===== src/rtl/pulse_conditioner.sv =====
// Conditions a bouncy count button and direction switch into single-cycle inc pulses plus a frozen direction.
// Latency: DEBOUNCE_CYCLES+2 edges from first raw sample to inc; no backpressure, inc is a fire-and-forget pulse.

module pulse_conditioner_db #(
  parameter int unsigned CYCLES = 8
) (
  input  logic clk,
  input  logic reset,
  input  logic raw,
  output logic level
);

  localparam logic [15:0] LIMIT = 16'(CYCLES - 1);

  logic [1:0]  sync;
  logic [15:0] db_cnt;

  // sync[1] is the synchronised sample; the level only moves after LIMIT+1 disagreeing samples in a row.
  always_ff @(posedge clk or negedge reset) begin
    if (!reset) begin
      sync   <= '0;
      level  <= 1'b0;
      db_cnt <= '0;
    end else begin
      sync <= {sync[0], raw};
      if (sync[1] == level) begin
        db_cnt <= '0;
      end else if (db_cnt == LIMIT) begin
        level  <= sync[1];
        db_cnt <= '0;
      end else begin
        db_cnt <= db_cnt + 16'd1;
      end
    end
  end

endmodule

module pulse_conditioner #(
  parameter int unsigned DEBOUNCE_CYCLES = 8,
  parameter int unsigned REPEAT_DELAY    = 5000,
  parameter int unsigned REPEAT_PERIOD   = 1000
) (
  input  logic clk,
  input  logic reset,
  input  logic btn_raw,
  input  logic dir_raw,
  input  logic repeat_en,
  output logic inc,
  output logic up_down_sel,
  output logic btn_db
);

  localparam logic [15:0] DELAY_LIM  = 16'(REPEAT_DELAY - 1);
  localparam logic [15:0] PERIOD_LIM = 16'(REPEAT_PERIOD - 1);

  typedef enum logic [1:0] {
    IDLE   = 2'd0,
    DELAY  = 2'd1,
    REPEAT = 2'd2
  } state_t;

  state_t      state, state_nxt;
  logic [15:0] timer, timer_nxt;
  logic        inc_nxt;
  logic        uds_nxt;
  logic        dir_db;

  pulse_conditioner_db #(.CYCLES(DEBOUNCE_CYCLES)) u_btn_db (
    .clk   (clk),
    .reset (reset),
    .raw   (btn_raw),
    .level (btn_db)
  );

  pulse_conditioner_db #(.CYCLES(DEBOUNCE_CYCLES)) u_dir_db (
    .clk   (clk),
    .reset (reset),
    .raw   (dir_raw),
    .level (dir_db)
  );

  always_ff @(posedge clk or negedge reset) begin
    if (!reset) begin
      state       <= IDLE;
      timer       <= '0;
      inc         <= 1'b0;
      up_down_sel <= 1'b0;
    end else begin
      state       <= state_nxt;
      timer       <= timer_nxt;
      inc         <= inc_nxt;
      up_down_sel <= uds_nxt;
    end
  end

  // Direction only tracks the switch in IDLE, so a held press keeps the direction it started with.
  always_comb begin
    state_nxt = state;
    timer_nxt = timer;
    inc_nxt   = 1'b0;
    uds_nxt   = up_down_sel;
    case (state)
      IDLE: begin
        uds_nxt = dir_db;
        if (btn_db) begin
          inc_nxt   = 1'b1;
          timer_nxt = '0;
          state_nxt = DELAY;
        end
      end
      DELAY: begin
        if (!btn_db) begin
          state_nxt = IDLE;
        end else if (!repeat_en) begin
          timer_nxt = '0;
        end else if (timer == DELAY_LIM) begin
          inc_nxt   = 1'b1;
          timer_nxt = '0;
          state_nxt = REPEAT;
        end else begin
          timer_nxt = timer + 16'd1;
        end
      end
      REPEAT: begin
        // Release is checked first so it beats a coincident timer expiry.
        if (!btn_db) begin
          state_nxt = IDLE;
        end else if (!repeat_en) begin
          timer_nxt = '0;
          state_nxt = DELAY;
        end else if (timer == PERIOD_LIM) begin
          inc_nxt   = 1'b1;
          timer_nxt = '0;
        end else begin
          timer_nxt = timer + 16'd1;
        end
      end
      default: begin
        state_nxt = IDLE;
        timer_nxt = '0;
      end
    endcase
  end

endmodule


===== config.mk =====
export PLATFORM = sky130hd
export DESIGN_NAME = pulse_conditioner
export DESIGN_NICKNAME = d
export VERILOG_FILES = /design/src/rtl/pulse_conditioner.sv
export SDC_FILE = /design/constraint.sdc
export NUM_CORES = 1
export LEC_CHECK = 0
export BUFFER_PORTS_ARGS = -buffer_cell sky130_fd_sc_hd__buf_2
export CORE_UTILIZATION = 55
export CTS_BUF_LIST = sky130_fd_sc_hd__clkbuf_8
export DETAILED_ROUTE_END_ITERATION = 10
export GPL_TIMING_DRIVEN = 1
export PLACE_DENSITY_LB_ADDON = 0.15
export SLEW_MARGIN = 20
export SYNTH_ARGS = -nofsm -noshare
export SYNTH_HDL_FRONTEND = slang
export SYNTH_SLANG_ARGS = --single-unit

===== constraint.sdc =====
create_clock -name clk -period 4.2 [get_ports clk]
set_clock_uncertainty 0.2 [all_clocks]
set_input_delay 0.84 -clock clk [delete_from_list [all_inputs] [get_ports clk]]
set_output_delay 0.84 -clock clk [all_outputs]
set_load 0.1 [all_outputs]

# == After elaboration in Yosys (flattened, before gate mapping) ==
# Cells that the tools add are included.
# W data, S select, Z words.
# op_classes
add_sub_neg,3
n_eq_ne,14
n_mux,27
bitwise_logic,2
n_reduce_logical,5
# op_table
cell,n
$mux W16,11
$add A16 B1 Y16 const B,3
$pmux W16 S3,1
$eq A16 B3 Y1 const B,2
$eq A16 B10 Y1 const B,1
$eq A16 B13 Y1 const B,1
$mux W2,6
$ne A3 B3 Y1 const B,3
$mux W1,7
$ne A2 B1 Y1 const B,3
$pmux W2 S3,1
$reduce_and A2 Y1,2
$reduce_and A4 Y1,1
$pmux W1 S3,1
$reduce_and A3 Y1,1
$eq A1 B1 Y1,2
$eq A2 B1 Y1 const B,1
$eq A2 B2 Y1 const B,1
$logic_not A2 Y1,1
$not A1 Y1,2
# word_totals
ff_bits,58
inputBits,5
out_inout_bits,3

# == Logic depth before layout (Yosys ltp) ==
# Gate-level depths: netlist of run 1.
# logic_depth
depth_word,5
ltp_mapped,7

# == Modules after synthesis ==
# Synthesis of run 1 repeated with hierarchy kept, for this count alone.
# unflattened
cells_unflattened,299
hier_area_um2,3104.2
# by_module_without_submodules
module,instances,cells_each,area_each_um2,seq_area_each_um2
pulse_conditioner_db,2,84,943.4,475.5
pulse_conditioner,1,131,1217.4,500.5

# == Worst setup path before layout of run 1 ==
# OpenSTA, ideal clock, no wires.
# synth_timing
path_kind,flip-flop to flip-flop
start,register u_btn_db.level
end,register timer[7]
setup_ps,119
arrival_time_ps,1907
t_required_ps,3881
setup_slack_ps,1975
path_stages_with_launch,6
path_buffers,1
synth_period_minus_slack_ps,2225
path_cell_list,dfrtp_1 > inv_1 > and2_1 > nor3_4 > buf_6 > nor2_1
# synth_between
elab_chain_len,2
elab_cells_between_ends,4
classes_between,3 x eq/ne; 1 x reduce/logical
# synth_rtl
item,line,text
start: declaration,10,output logic level
start signal: assignment,29,level <= sync[1];
$ne A2 B1 Y1 (no line),--,
$reduce_and A3 Y1 (no line) (*),--,
end signal: assignment,91,timer <= timer_nxt;
end: declaration,64,"logic [15:0] timer, timer_nxt;"
# Mark *: on every way between the ends. The rest lies on a longest branch, timed or not.
# A chain may end at the register's enable or synchronous reset.

# == Final worst setup path of run 1 ==
# layout_timing
start,register state[0]
end,register timer[3]
# layout_between
elab_chain_len,3
elab_cells_between_ends,8
classes_between,5 x eq/ne; 1 x mux; 2 x reduce/logical
# layout_rtl
item,line,text
start: declaration,63,"state_t state, state_nxt;"
start signal: assignment,90,state <= state_nxt;
$eq A2 B1 Y1 (tied with other cells),103,case (state)
$ne A2 B1 Y1 (no line),--,
$reduce_and A3 Y1 (no line),--,
# Parallel ways exist; a longest one is shown, timed or not.

==> summary.txt, run 1 <==
STA
  • Fmax achieved: roughly 420 MHz
  • Worst relative slew slack: 0.4947
  • Tcrit/Tclk final: 0.5638
  • Worst slew pin tran: ~0.76 ns
  • Setup TNS: 0 ns
  • Slew Limit Fails: 0
  • Final Critical Period: 2.368 ns
  • Final Hold Viols: 0
  • Final setup violating endpoints: 0
  • RSZ-0062 raised after global routing: false

Worst setup path
  • Critical Path RT: 4.19 ns
  • Critical Path End Type: flop
  • Worst path cell trace: inv_1, ha_1, or3_1, and2_1, nor3_4, nor3_1
  • Biggest cell delay along the critical path: between 0.4 and 0.5 ns
  • R2r setup slk: 1.83 ns
  • Setup CP Type: flop to flop
  • Setup crit start kind: flop
  • Crit path max fanout: 13
  • CP max stage cell: nor3_4
  • Worst Path Arrival: roughly 2.4 ns

Clocking
  • CTS clock-pin slew for the worst setup and hold paths: roughly 0.060 ns
  • Clk root buf: clkbuf_8
  • TritonCTS clock tree: done
  • Clock Latency Late Sink: 0.33 ns
  • Post-CTS Setup Bufs: 0
  • Clock Path Buffers: 2
  • TritonCTS Buffers: 9
  • Gates resized, CTS repair: 0
  • CTS sink count: just under 60
  • Htree depth: 3
  • CTS hold repair buffers: 0

Place
  • I/O Buffers: 7
  • Routability congestion estimate: 0.7756
  • DP HPWL: ~3300 um
  • Placed cell count: 355

Layout
  • Most frequent cells in the layout: dfrtp_1 (58), nor2_1 (55), xor2_1 (30)
  • Area delta synth->final: 10.19%
  • Share of post-route cells with drive strength above 1: 0.09901
  • Commonest non-fill, non-tap cell in the layout: dfrtp_1
  • ANT cells: 0
  • Final-stage net count: between 300 and 400
  • Final Non-Filler Cells: between 300 and 400

Die
  • Core Box Area: 4848 um^2
  • Initial Utilization: 0.5848
  • Die area: 5446 um^2
  • Io pins: 8
  • Cell Rows: 25
  • Die width: about 74 um
  • Die Y: ~74 um

Pwr
  • Maximum VDD drop: between 0.3 and 0.4 mV
  • Clk pwr share: 0.326
  • Sw frac: 0.3366
  • Internal power contribution: just under 1 mW
  • Power share of the combinational group: 0.236
  • Sequential power share: 0.439
  • Pleak: between 1 and 1.5 nW
  • Switch Pwr: 493.7 uW
  • PD cells: ~470 nW/um^2

Logic synthesis
  • Post-synth top area cell: dfrtp_1
  • Register area share after synthesis: 0.5119
  • YS warnings: 0
  • Syn Area/Cell: approximately 10 um^2
  • Area share of xor/xnor cells in the synthesized design: 0.1267
  • Synthesized Nets: roughly 300
  • Yosys reg bits: 58
  • Cell variety after synth: 35
  • Share of the synthesized area in the top cell type: 0.5119
  • Synth area leaders: dfrtp_1 (51%), xor2_1 (9.3%), nor2_1 (7.3%)
  • Synth Area in Compound Gates: 0.04192
  • Largest family of logic cells by synthesized area: simple AND/OR/NAND/NOR gates
  • Post-synthesis mux area share: 0.02295
  • Cell Area, Synth: 2835 um^2
  • Post-Synth Simple-Gate Area: 0.2511
  • Synthesized netlist cell count: 284
  • Adder-Cell Fraction of Synth Area: 0.03089

Global route
  • Grt total ovfl: 0
  • First-pass GRT wire length: between 8000 and 9000 um
  • Vias in the first global route: about 1,900
  • All-layer global routing usage: 0.2108
  • Initial antenna violation count: 0
  • Pin count of the biggest net entering global routing: 36

Routing
  • WL final: roughly 4700 um
  • M1 WL: ~2300 um
  • Drt first-iter violations: between 100 and 150
  • Drt wl/cell: 12.63 um
  • Post-DR vias/cell: approximately 5.4
  • Vias: between 1,500 and 2,000
  • Routed met3 length: roughly 170 um
  • Max layer used: met4
  • Drt drc: 0
  • Met2 WL: about 2100 um
  • Antenna viol nets, final: 0
  • First-pass DRT Iterations: 4

Outcome
  • Status: completed

Run
  • Max_cap viols: 0

Hold path
  • Hold crit path type: flop to flop
[state kept, by name, summed over array words and instances (netlist names)]
name and count:
u_dir_db.sync 2, u_btn_db.sync 2, up_down_sel 1, timer 16
u_btn_db.db_cnt 16, inc 1, u_dir_db.level 1, state 2
u_btn_db.level 1, u_dir_db.db_cnt 16
[final timing paths]
check / cells past startpoint / to / start
hold reg to reg: 0 / u_btn_db.sync[1] / u_btn_db.sync[0]
setup reg to reg: 6 / timer[3] / state[0]
min in group asynchronous: 1 / u_dir_db.db_cnt[13] / reset
max in group asynchronous: 2 / inc / reset
setup / recovery: 6 / timer[3] / state[0]
hold / removal: 0 / u_btn_db.sync[1] / u_btn_db.sync[0]
[worst max-delay path, delay by kind of cell (launching register included)]
family        cells  cell delay (ns)
buf+inv           1             0.08
simple gates      4             1.31
fa+ha+maj         1             0.26
flops             1             0.37
[synth_stat cells]
library cell,instances
nor2_1,55
dfrtp_1,58
or3_1,1
or4_4,1
xor2_1,30
o32ai_1,1
inv_1,5
ha_1,7
o2111ai_1,1
a31oi_1,1
a21oi_2,1
mux2_2,4
xnor2_1,11
a21oi_1,3
a41oi_1,1
and3_1,11
clkbuf_1,3
o21ai_0,5
buf_6,1
nand4_1,9
and4_1,2
nand3_1,21
a211oi_2,1
nand2_1,27
nor3b_1,1
a211oi_1,1
a2111oi_0,1
mux2i_1,2
nor4_1,4
nor4_4,1
nand4bb_1,1
and2_1,2
nor3_1,9
nor3_4,1
o2bb2ai_1,1
[layer usage]
layer  GRT usage  vias up
met4     0.06624        0
met2      0.3140       27
li1            -     1003
met1      0.2770      955
met5           0        -
met3     0.09191        7
[area by class of cell]
type | instances | area, um^2
clock buffer | 10 | 137.6
clock inverter | 5 | 47.55
fill | 367 | 1724
inverter | 5 | 18.77
multi-input combinational | 217 | 1343
sequential | 58 | 1451
tap | 67 | 83.83
timing repair buffer | 8 | 42.54
[kinds of logic (layout without fill, tap and decap cells)]
| family | Yosys count | in the layout |
|---|---|---|
| buf+inv | 9 | 28 |
| mux | 6 | 6 |
| fa+ha+maj | 7 | 7 |
| compound gates | 17 | 17 |
| xor+xnor | 41 | 41 |
| flops | 58 | 58 |
| simple gates | 146 | 146 |
[power by group through the flow]
stage	Clock [mW]	Combinational (mW)	Sequential (mW)
2_1_floorplan	0	0.202	0.735
3_3_place_gp	0	0.346	0.653
3_5_place_dp	0	0.350	0.653
4_1_cts	0.493	0.350	0.644
5_1_grt	0.517	0.387	0.652
6_report	0.478	0.345	0.644
[through the flow]
stage / power, mW / utilization / cell area, um^2 / setup WS [ns] / hold slack, ns
after floorplan: 0.9365 / - / 2835 / 1.975 / 0.1312
after global placement: 0.9983 / 0.6062 / 2939 / 1.850 / 0.1316
after detailed placement: 1.003 / 0.6062 / 2939 / 1.811 / 0.1347
after CTS: 1.488 / 0.6444 / 3124 / 1.802 / 0.1335
after global routing: 1.556 / 0.6444 / 3124 / 1.640 / 0.1427
final: 1.467 / 0.6444 / 3124 / 1.832 / 0.1329
(Power assumes the default switching activity.)
==> inputs of run 2 (changes only) <==
--- a/config.mk
+++ b/config.mk
@@ -5,6 +5,7 @@
 export SDC_FILE = /design/constraint.sdc
 export NUM_CORES = 1
 export LEC_CHECK = 0
+export ABC_AREA = 1
 export BUFFER_PORTS_ARGS = -buffer_cell sky130_fd_sc_hd__buf_2
 export CORE_UTILIZATION = 55
 export CTS_BUF_LIST = sky130_fd_sc_hd__clkbuf_8
==> constraint.sdc (replaced) <==
create_clock -name clk -period 1.9 [get_ports clk]
set_clock_uncertainty 0.2 [all_clocks]
set_input_delay 0.38 -clock clk [delete_from_list [all_inputs] [get_ports clk]]
set_output_delay 0.38 -clock clk [all_outputs]
set_load 0.1 [all_outputs]
==> run 2 against run 1 <==
Die area grew 17%. Fmax increased by 30%. Total power grew to 2.7 times the previous value. Area after synthesis increased by 17%. Cell area rose by 20%. Sequential power increased by 130%. Clock-buffer cell count increased by 1. Global-route usage up 1.6 points. Hold slack improved by 0.015 ns. Final cell count grew 39%. Synthesized cell count up 45%. Critical path depth grew 3.
==> summary.txt, run 2 <==
Outcome
  • Status: completed (unchanged)

Layout
  • Finished Core Util: 0.6616 (was 0.6444)
  • Final-stage net count: 451 (was 311)
  • Storage element area: 1453 um^2 (was 1451 um^2)
  • Fillcell total: 467 (was 367)
  • ANT cells: 0 (unchanged)
  • Most frequent cells in the layout: nand2_1 (74), dfrtp_1 (57), nor2_1 (55) (was dfrtp_1 (58), nor2_1 (55), xor2_1 (30))
  • Area delta synth->final: 13.20% (was 10.19%)
  • Multi-input logic area: 1624 um^2 (was 1343 um^2)
  • Largest registers: timer x16, u_btn_db.db_cnt x16, u_dir_db.db_cnt x16 (unchanged)
  • Share of post-route cells with drive strength above 1: 0.2099 (was 0.09901)
  • Final Non-Filler Cells: 515 (was 370)
  • Commonest non-fill, non-tap cell in the layout: nand2_1 (was dfrtp_1)
  • Post-route cell area: 3755 um^2 (was 3124 um^2)

Global route
  • Vias in the first global route: 2,535 (was 1,869)
  • All-layer global routing usage: 0.2268 (was 0.2108)
  • First-pass GRT wire length: 11,070 um (was 8438 um)
  • Initial antenna violation count: 0 (unchanged)
  • Grt total ovfl: 0 (unchanged)
  • Pin count of the biggest net entering global routing: 59 (was 36)

Pwr
  • Power share of the combinational group: 0.345 (was 0.236)
  • Clk pwr share: 0.287 (was 0.326)
  • PD cells: 1052 nW/um^2 (was 469.4 nW/um^2)
  • Maximum VDD drop: 0.7874 mV (was 0.3117 mV)
  • Sequential power share: 0.368 (was 0.439)
  • Sw frac: 0.3881 (was 0.3366)
  • Internal power contribution: 2.417 mW (was 972.9 uW)
  • Pleak: 1.684 nW (was 1.421 nW)
  • Switch Pwr: 1.533 mW (was 493.7 uW)

Routing
  • WL final: 6384 um (was 4672 um)
  • Drt wl/cell: 12.40 um (was 12.63 um)
  • Antenna viol nets, final: 0 (unchanged)
  • Drt first-iter violations: 166 (was 105)
  • First-pass DRT Iterations: 4 (unchanged)
  • Post-DR vias/cell: 5.243 (was 5.384)
  • Vias: 2,700 (was 1,992)
  • Drt drc: 0 (unchanged)

Logic synthesis
  • Commonest cells post-synth: nand2_1 (74), dfrtp_1 (58), nor2_1 (56) (was dfrtp_1 (58), nor2_1 (55), xor2_1 (30))
  • Cell Area, Synth: 3317 um^2 (was 2835 um^2)
  • Yosys reg bits: 58 (unchanged)
  • Share of the synthesized area in the top cell type: 0.4376 (was 0.5119)
  • Most frequent cell after synthesis: nand2_1 (was dfrtp_1)
  • Post-synth top area cell: dfrtp_1 (unchanged)
  • Register area share after synthesis: 0.4376 (was 0.5119)
  • Synthesized netlist cell count: 413 (was 284)
  • Synthesized Nets: 425 (was 296)
  • Synth area leaders: dfrtp_1 (44%), nand2_1 (8.4%), nor2_1 (6.3%) (was dfrtp_1 (51%), xor2_1 (9.3%), nor2_1 (7.3%))
  • Cell variety after synth: 40 (was 35)
  • Syn Area/Cell: 8.031 um^2 (was 9.983 um^2)
  • Ys flop type: dfrtp_1 (unchanged)
  • Post-synth ARST share: 1.000 (unchanged)
  • Post-synth EDFFs: 0 (unchanged)
  • YS warnings: 0 (unchanged)

Worst setup path
  • Crit path max fanout: 15 (was 13)
  • Top delay family on crit path: flip-flops (was simple AND/OR/NAND/NOR gates)
  • Critical Path Stages: 9 (was 6)
  • Biggest cell delay along the critical path: 0.39 ns (was 0.48 ns)
  • Worst Path Arrival: 1.88 ns (was 2.35 ns)
  • CP max stage cell: dfrtp_1 (was nor3_4)
  • R2R cell count: 9 (was 6)
  • Setup CP Type: flop to flop (unchanged)
  • Critical Path End Type: flop (unchanged)
  • CP dominant cell by count: inv_1
  • Critical Path RT: 1.96 ns (was 4.19 ns)
  • Worst path cell trace: inv_1, ha_1, inv_1, nand3_2, nand2_4, buf_6, nand2_1, xor2_1, a21oi_2 (was inv_1, ha_1, or3_1, and2_1, nor3_4, nor3_1)
  • Buf/Inv on CP: 3 (was 1)
  • Setup crit start kind: flop (unchanged)

Hold path
  • Hold path cells: 0 (unchanged)
  • Hold crit path type: flop to flop (unchanged)

STA
  • Worst slew pin tran: 0.4907 ns (was 0.7580 ns)
  • Slew Limit Fails: 0 (unchanged)
  • Final Critical Period: 1.819 ns (was 2.368 ns)
  • Worst hold margin: 0.1484 ns (was 0.1329 ns)
  • Setup ws final: 0.08096 ns (was 1.832 ns)
  • Final Hold Viols: 0 (unchanged)
  • Final setup violating endpoints: 0 (unchanged)
  • RSZ-0062 raised after global routing: true (was false)
  • Tcrit/Tclk final: 0.9574 (was 0.5638)
  • Worst relative slew slack: 0.6751 (was 0.4947)
  • Fmax achieved: 549.7 MHz (was 422.3 MHz)

Place
  • Dpl cell area: 3460 um^2 (was 2939 um^2)
  • Routability congestion estimate: 0.8948 (was 0.7756)
  • I/O Buffers: 7 (unchanged)
  • DP HPWL: 4604 um (was 3311 um)
  • Dpl ws: 0.04992 ns (was 1.811 ns)
  • Placed cell count: 493 (was 355)

Die
  • Io pins: 8 (unchanged)
  • Die Y: 79.66 um (was 73.80 um)
  • Initial Utilization: 0.5844 (was 0.5848)
  • Cell Rows: 27 (was 25)
  • Die width: 79.66 um (was 73.80 um)
  • Die area: 6346 um^2 (was 5446 um^2)
  • Core Box Area: 5675 um^2 (was 4848 um^2)

Clocking
  • Clk root buf: clkbuf_8 (unchanged)
  • CTS clock-pin slew for the worst setup and hold paths: 0.07 ns (was 0.06 ns)
  • TritonCTS Buffers: 9 (unchanged)
  • Clock Path Buffers: 2 (unchanged)
  • CTS sink count: 58 (unchanged)
  • TritonCTS clock tree: done (unchanged)
  • Clock Latency Late Sink: 0.34 ns (was 0.33 ns)
  • Htree depth: 3 (unchanged)

Run
  • Max_cap viols: 0 (unchanged)
run 2: cell types whose count changed after synthesis, sizes merged, moves of 15 or more:
cell | previous run | this run
a21oi | 4 | 22
nand2 | 27 | 91
inv | 5 | 57
nor2 | 55 | 70
xor2 | 30 | 14
run 2: cells by family (layout without fill, tap and decap cells):
family / Yosys count / count (layout) / share of synthesized area
buf+inv: 65 / 95 / 0.08148
compound gates: 42 / 42 / 0.08299
fa+ha+maj: 7 / 7 / 0.02640
simple gates: 226 / 226 / 0.3320
flops: 58 / 58 / 0.4376
xor+xnor: 15 / 15 / 0.03961
run 2: final timing paths:
path                                      endpoint  slack (ns)        startpoint
worst max-delay path                     timer[11]        0.08          state[1]
worst min-delay path              u_btn_db.sync[1]        0.15  u_btn_db.sync[0]
worst max register to register           timer[11]        0.08          state[1]
worst min register to register    u_btn_db.sync[1]        0.15  u_btn_db.sync[0]
max in group asynchronous           u_btn_db.level        0.86             reset
min in group asynchronous       u_dir_db.db_cnt[7]        0.37             reset
run 2: per-stage QoR:
| step | power, mW | setup TNS [ns] |
|---|---|---|
| 5_1_grt | 4.190 | -0.03191 |
| 6_report | 3.949 | 0 |
| 2_1_floorplan | 2.412 | 0 |
| 4_1_cts | 3.820 | 0 |
| 3_5_place_dp | 2.675 | 0 |
| 3_3_place_gp | 2.643 | 0 |
run 2: power groups by stage:
stage	clock network (mW)	registers, mW	logic [mW]
4_1_cts	1.16	1.46	1.21
3_3_place_gp	0	1.47	1.17
5_1_grt	1.20	1.47	1.52
6_report	1.13	1.45	1.36
3_5_place_dp	0	1.48	1.20
2_1_floorplan	0	1.62	0.789
run 2: repair_timing:
item / in CTS / in global routing
setup buffers: 0 / 4
gates resized for setup: 0 / 9
hold buffers: 3 / 0
setup endpoints to repair: 0 / 12
hold endpoints to repair: 60 / 0
run 2: layout make-up:
class,instances,share of cell area
clock inverter,4,0.01166
multi-input combinational,290,0.4325
timing repair buffer,21,0.04365
tap,72,0.02399
inverter,59,0.06098
sequential,58,0.3869
clock buffer,11,0.04032
run 2: layer usage:
layer  up-vias  global-route usage  share of wire
met1      1273              0.3122           0.52
li1       1379                   -              -
met3        13             0.04114          0.031
met2        35              0.3462           0.43
met5         -                   0              0
met4         0              0.1036          0.019
==> inputs of run 3 (changes only) <==
==> constraint.sdc (replaced) <==
create_clock -name clk -period 1.9 [get_ports clk]
set_clock_uncertainty 0.2 [all_clocks]
set_input_delay 0.095 -clock clk [delete_from_list [all_inputs] [get_ports clk]]
set_output_delay 0.095 -clock clk [all_outputs]
set_load 0.1 [all_outputs]
==> run 3 against run 2 <==
Sequential share of layout area fell by 1.0 points. Die area unchanged. Highest routed layer unchanged. Via count grew 3.3%. Register-to-register slack got worse by 0.05 ns. Combinational power increased by 9%.
==> summary.txt, run 3 (synthesis gave the netlist of run 2 again) <==
Outcome
  • Status: completed (unchanged)

Place
  • Dpl ws: 0.04145 ns (was 0.04992 ns)
  • Routability congestion estimate: 0.9062 (was 0.8948)
  • I/O Buffers: 7 (unchanged)
  • DP HPWL: 4585 um (was 4604 um)
  • Dpl cell area: 3460 um^2 (unchanged)

Worst setup path
  • Setup CP Type: flop to flop (unchanged)
  • Setup crit start kind: flop (unchanged)
  • CP dominant cell by count: nand2_2 (was inv_1)
  • Critical Path RT: 1.94 ns (was 1.96 ns)
  • Biggest cell delay along the critical path: 0.38 ns (was 0.39 ns)
  • Critical Path Stages: 12 (was 9)
  • Crit path max fanout: 7 (was 15)
  • CP max stage cell: dfrtp_1 (unchanged)
  • Worst Path Arrival: 1.91 ns (was 1.88 ns)
  • R2R cell count: 12 (was 9)
  • Buf/Inv on CP: 1 (was 3)
  • Top delay family on crit path: simple AND/OR/NAND/NOR gates (was flip-flops)
  • Worst path cell trace: ha_2, nand2_2, clkinv_1, nand2_1, nor2_2, nand2_2, nand2_2, nand2_2, nand2_8, nand2_1, nand2_1, nor2_1 (was inv_1, ha_1, inv_1, nand3_2, nand2_4, buf_6, nand2_1, xor2_1, a21oi_2)
  • Critical Path End Type: flop (unchanged)

STA
  • Tcrit/Tclk final: 0.9844 (was 0.9574)
  • Final Hold Viols: 0 (unchanged)
  • Final setup violating endpoints: 0 (unchanged)
  • Slew Limit Fails: 0 (unchanged)
  • Setup TNS: 0 ns (unchanged)
  • Final Critical Period: 1.870 ns (was 1.819 ns)
  • Fmax achieved: 534.6 MHz (was 549.7 MHz)
  • Worst slew pin tran: 0.4996 ns (was 0.4907 ns)
  • Worst hold margin: 0.03760 ns (was 0.1484 ns)
  • Setup ws final: 0.02955 ns (was 0.08096 ns)
  • Worst relative slew slack: 0.6669 (was 0.6751)

Layout
  • Commonest non-fill, non-tap cell in the layout: nand2_1 (unchanged)
  • Area delta synth->final: 16.22% (was 13.20%)
  • Most frequent cells in the layout: nand2_1 (74), dfrtp_1 (57), nor2_1 (55) (unchanged)
  • Share of post-route cells with drive strength above 1: 0.2227 (was 0.2099)
  • Largest registers: timer x16, u_btn_db.db_cnt x16, u_dir_db.db_cnt x16 (unchanged)
  • Post-route cell area: 3855 um^2 (was 3755 um^2)
  • Multi-input logic area: 1635 um^2 (was 1624 um^2)
  • Fillcell total: 458 (was 467)
  • ANT cells: 0 (unchanged)
  • Final-stage net count: 456 (was 451)
  • Storage element area: 1453 um^2 (unchanged)

Die
  • Die Y: 79.66 um (unchanged)
  • Die area: 6346 um^2 (unchanged)
  • Io pins: 8 (unchanged)
  • Die width: 79.66 um (unchanged)
  • Initial Utilization: 0.5844 (unchanged)
  • Core Box Area: 5675 um^2 (unchanged)
  • Cell Rows: 27 (unchanged)

Pwr
  • Clk pwr share: 0.330 (was 0.287)
  • PD cells: 1137 nW/um^2 (was 1052 nW/um^2)
  • Internal power contribution: 2.753 mW (was 2.417 mW)
  • Power share of the combinational group: 0.339 (was 0.345)
  • Sequential power share: 0.331 (was 0.368)
  • Sw frac: 0.3719 (was 0.3881)
  • Switch Pwr: 1.630 mW (was 1.533 mW)
  • Pleak: 1.737 nW (was 1.684 nW)
  • Maximum VDD drop: 0.9132 mV (was 0.7874 mV)

Clocking
  • Clk root buf: clkbuf_8 (unchanged)
  • TritonCTS Buffers: 9 (unchanged)
  • Clock Latency Late Sink: 0.35 ns (was 0.34 ns)
  • CTS clock-pin slew for the worst setup and hold paths: 0.08 ns (was 0.07 ns)
  • Clock Path Buffers: 2 (unchanged)
  • TritonCTS clock tree: done (unchanged)
  • CTS sink count: 58 (unchanged)
  • Htree depth: 3 (unchanged)

Routing
  • Post-DR vias/cell: 5.351 (was 5.243)
  • Antenna viol nets, final: 0 (unchanged)
  • Drt drc: 0 (unchanged)
  • Drt first-iter violations: 253 (was 166)
  • First-pass DRT Iterations: 5 (was 4)
  • WL final: 6830 um (was 6384 um)
  • Drt wl/cell: 13.11 um (was 12.40 um)
  • Vias: 2,788 (was 2,700)

Global route
  • Vias in the first global route: 2,453 (was 2,535)
  • First-pass GRT wire length: 11,070 um (about the same)
  • Initial antenna violation count: 0 (unchanged)
  • All-layer global routing usage: 0.2301 (was 0.2268)
  • Pin count of the biggest net entering global routing: 39 (was 59)
  • Grt total ovfl: 0 (unchanged)

Hold path
  • Hold crit path type: primary input to async pin (was flop to flop)

Run
  • Max_cap viols: 0 (unchanged)
==> run 3: cell types whose count changed in the layout (fill, tap and decap cells not counted), moves of 2 or more <==
| cell | before | now |
|---|---|---|
| buf_4 | 9 | 12 |
| bufinv_16 | 1 | 3 |
| clkinv_2 | 2 | 0 |
| inv_1 | 50 | 48 |
| inv_2 | 7 | 9 |
| nand2_4 | 1 | 3 |
==> run 3: area by class of cell <==
| type | instances | share of cell area |
|---|---|---|
| clock buffer | 11 | 0.03927 |
| clock inverter | 5 | 0.02629 |
| inverter | 59 | 0.05810 |
| multi-input combinational | 291 | 0.4242 |
| sequential | 58 | 0.3768 |
| tap | 72 | 0.02337 |
| timing repair buffer | 25 | 0.05193 |
==> run 3: repair_timing <==
action                                 in CTS  in global routing
setup endpoints to repair                   0                 13
resized for setup                           0                 11
endpoints found under the hold margin      61                  0
buffers inserted                            0                  7
hold buffers                                4                  0
==> run 3: power groups by stage <==
stage	clock (mW)	sequential (mW)	combinational [mW]
floorplan	0	1.62	0.789
global placement	0	1.47	1.17
detailed placement	0	1.47	1.20
CTS	1.46	1.45	1.21
global route	1.53	1.47	1.62
finish	1.45	1.45	1.48
==> run 3: worst paths after layout <==
path | start | to | slack [ns]
setup reg to reg | timer[0] | timer[15] | 0.03
hold reg to reg | u_btn_db.sync[0] | u_btn_db.sync[1] | 0.15
hold / removal | reset | u_dir_db.db_cnt[6] | 0.04
max in group asynchronous | reset | u_btn_db.level | 0.87
min in group clk | u_btn_db.sync[0] | u_btn_db.sync[1] | 0.15
setup / recovery | timer[0] | timer[15] | 0.03
==> run 3: routing by layer <==
layer  global-route usage  up-vias  part of all wire
met5                    0        -                 0
met4              0.08000        0             0.022
met3              0.06171       17             0.059
met2               0.3427      114              0.44
met1               0.3208     1270              0.48
li1                     -     1387                 -
==> run 3: stage by stage <==
stage,cells,total power [mW],util
global placement,493,2.638,0.6096
detailed placement,493,2.672,0.6096
CTS,513,4.122,0.6612
floorplan,413,2.412,-
global route,521,4.622,0.6792
finish,521,4.383,0.6792
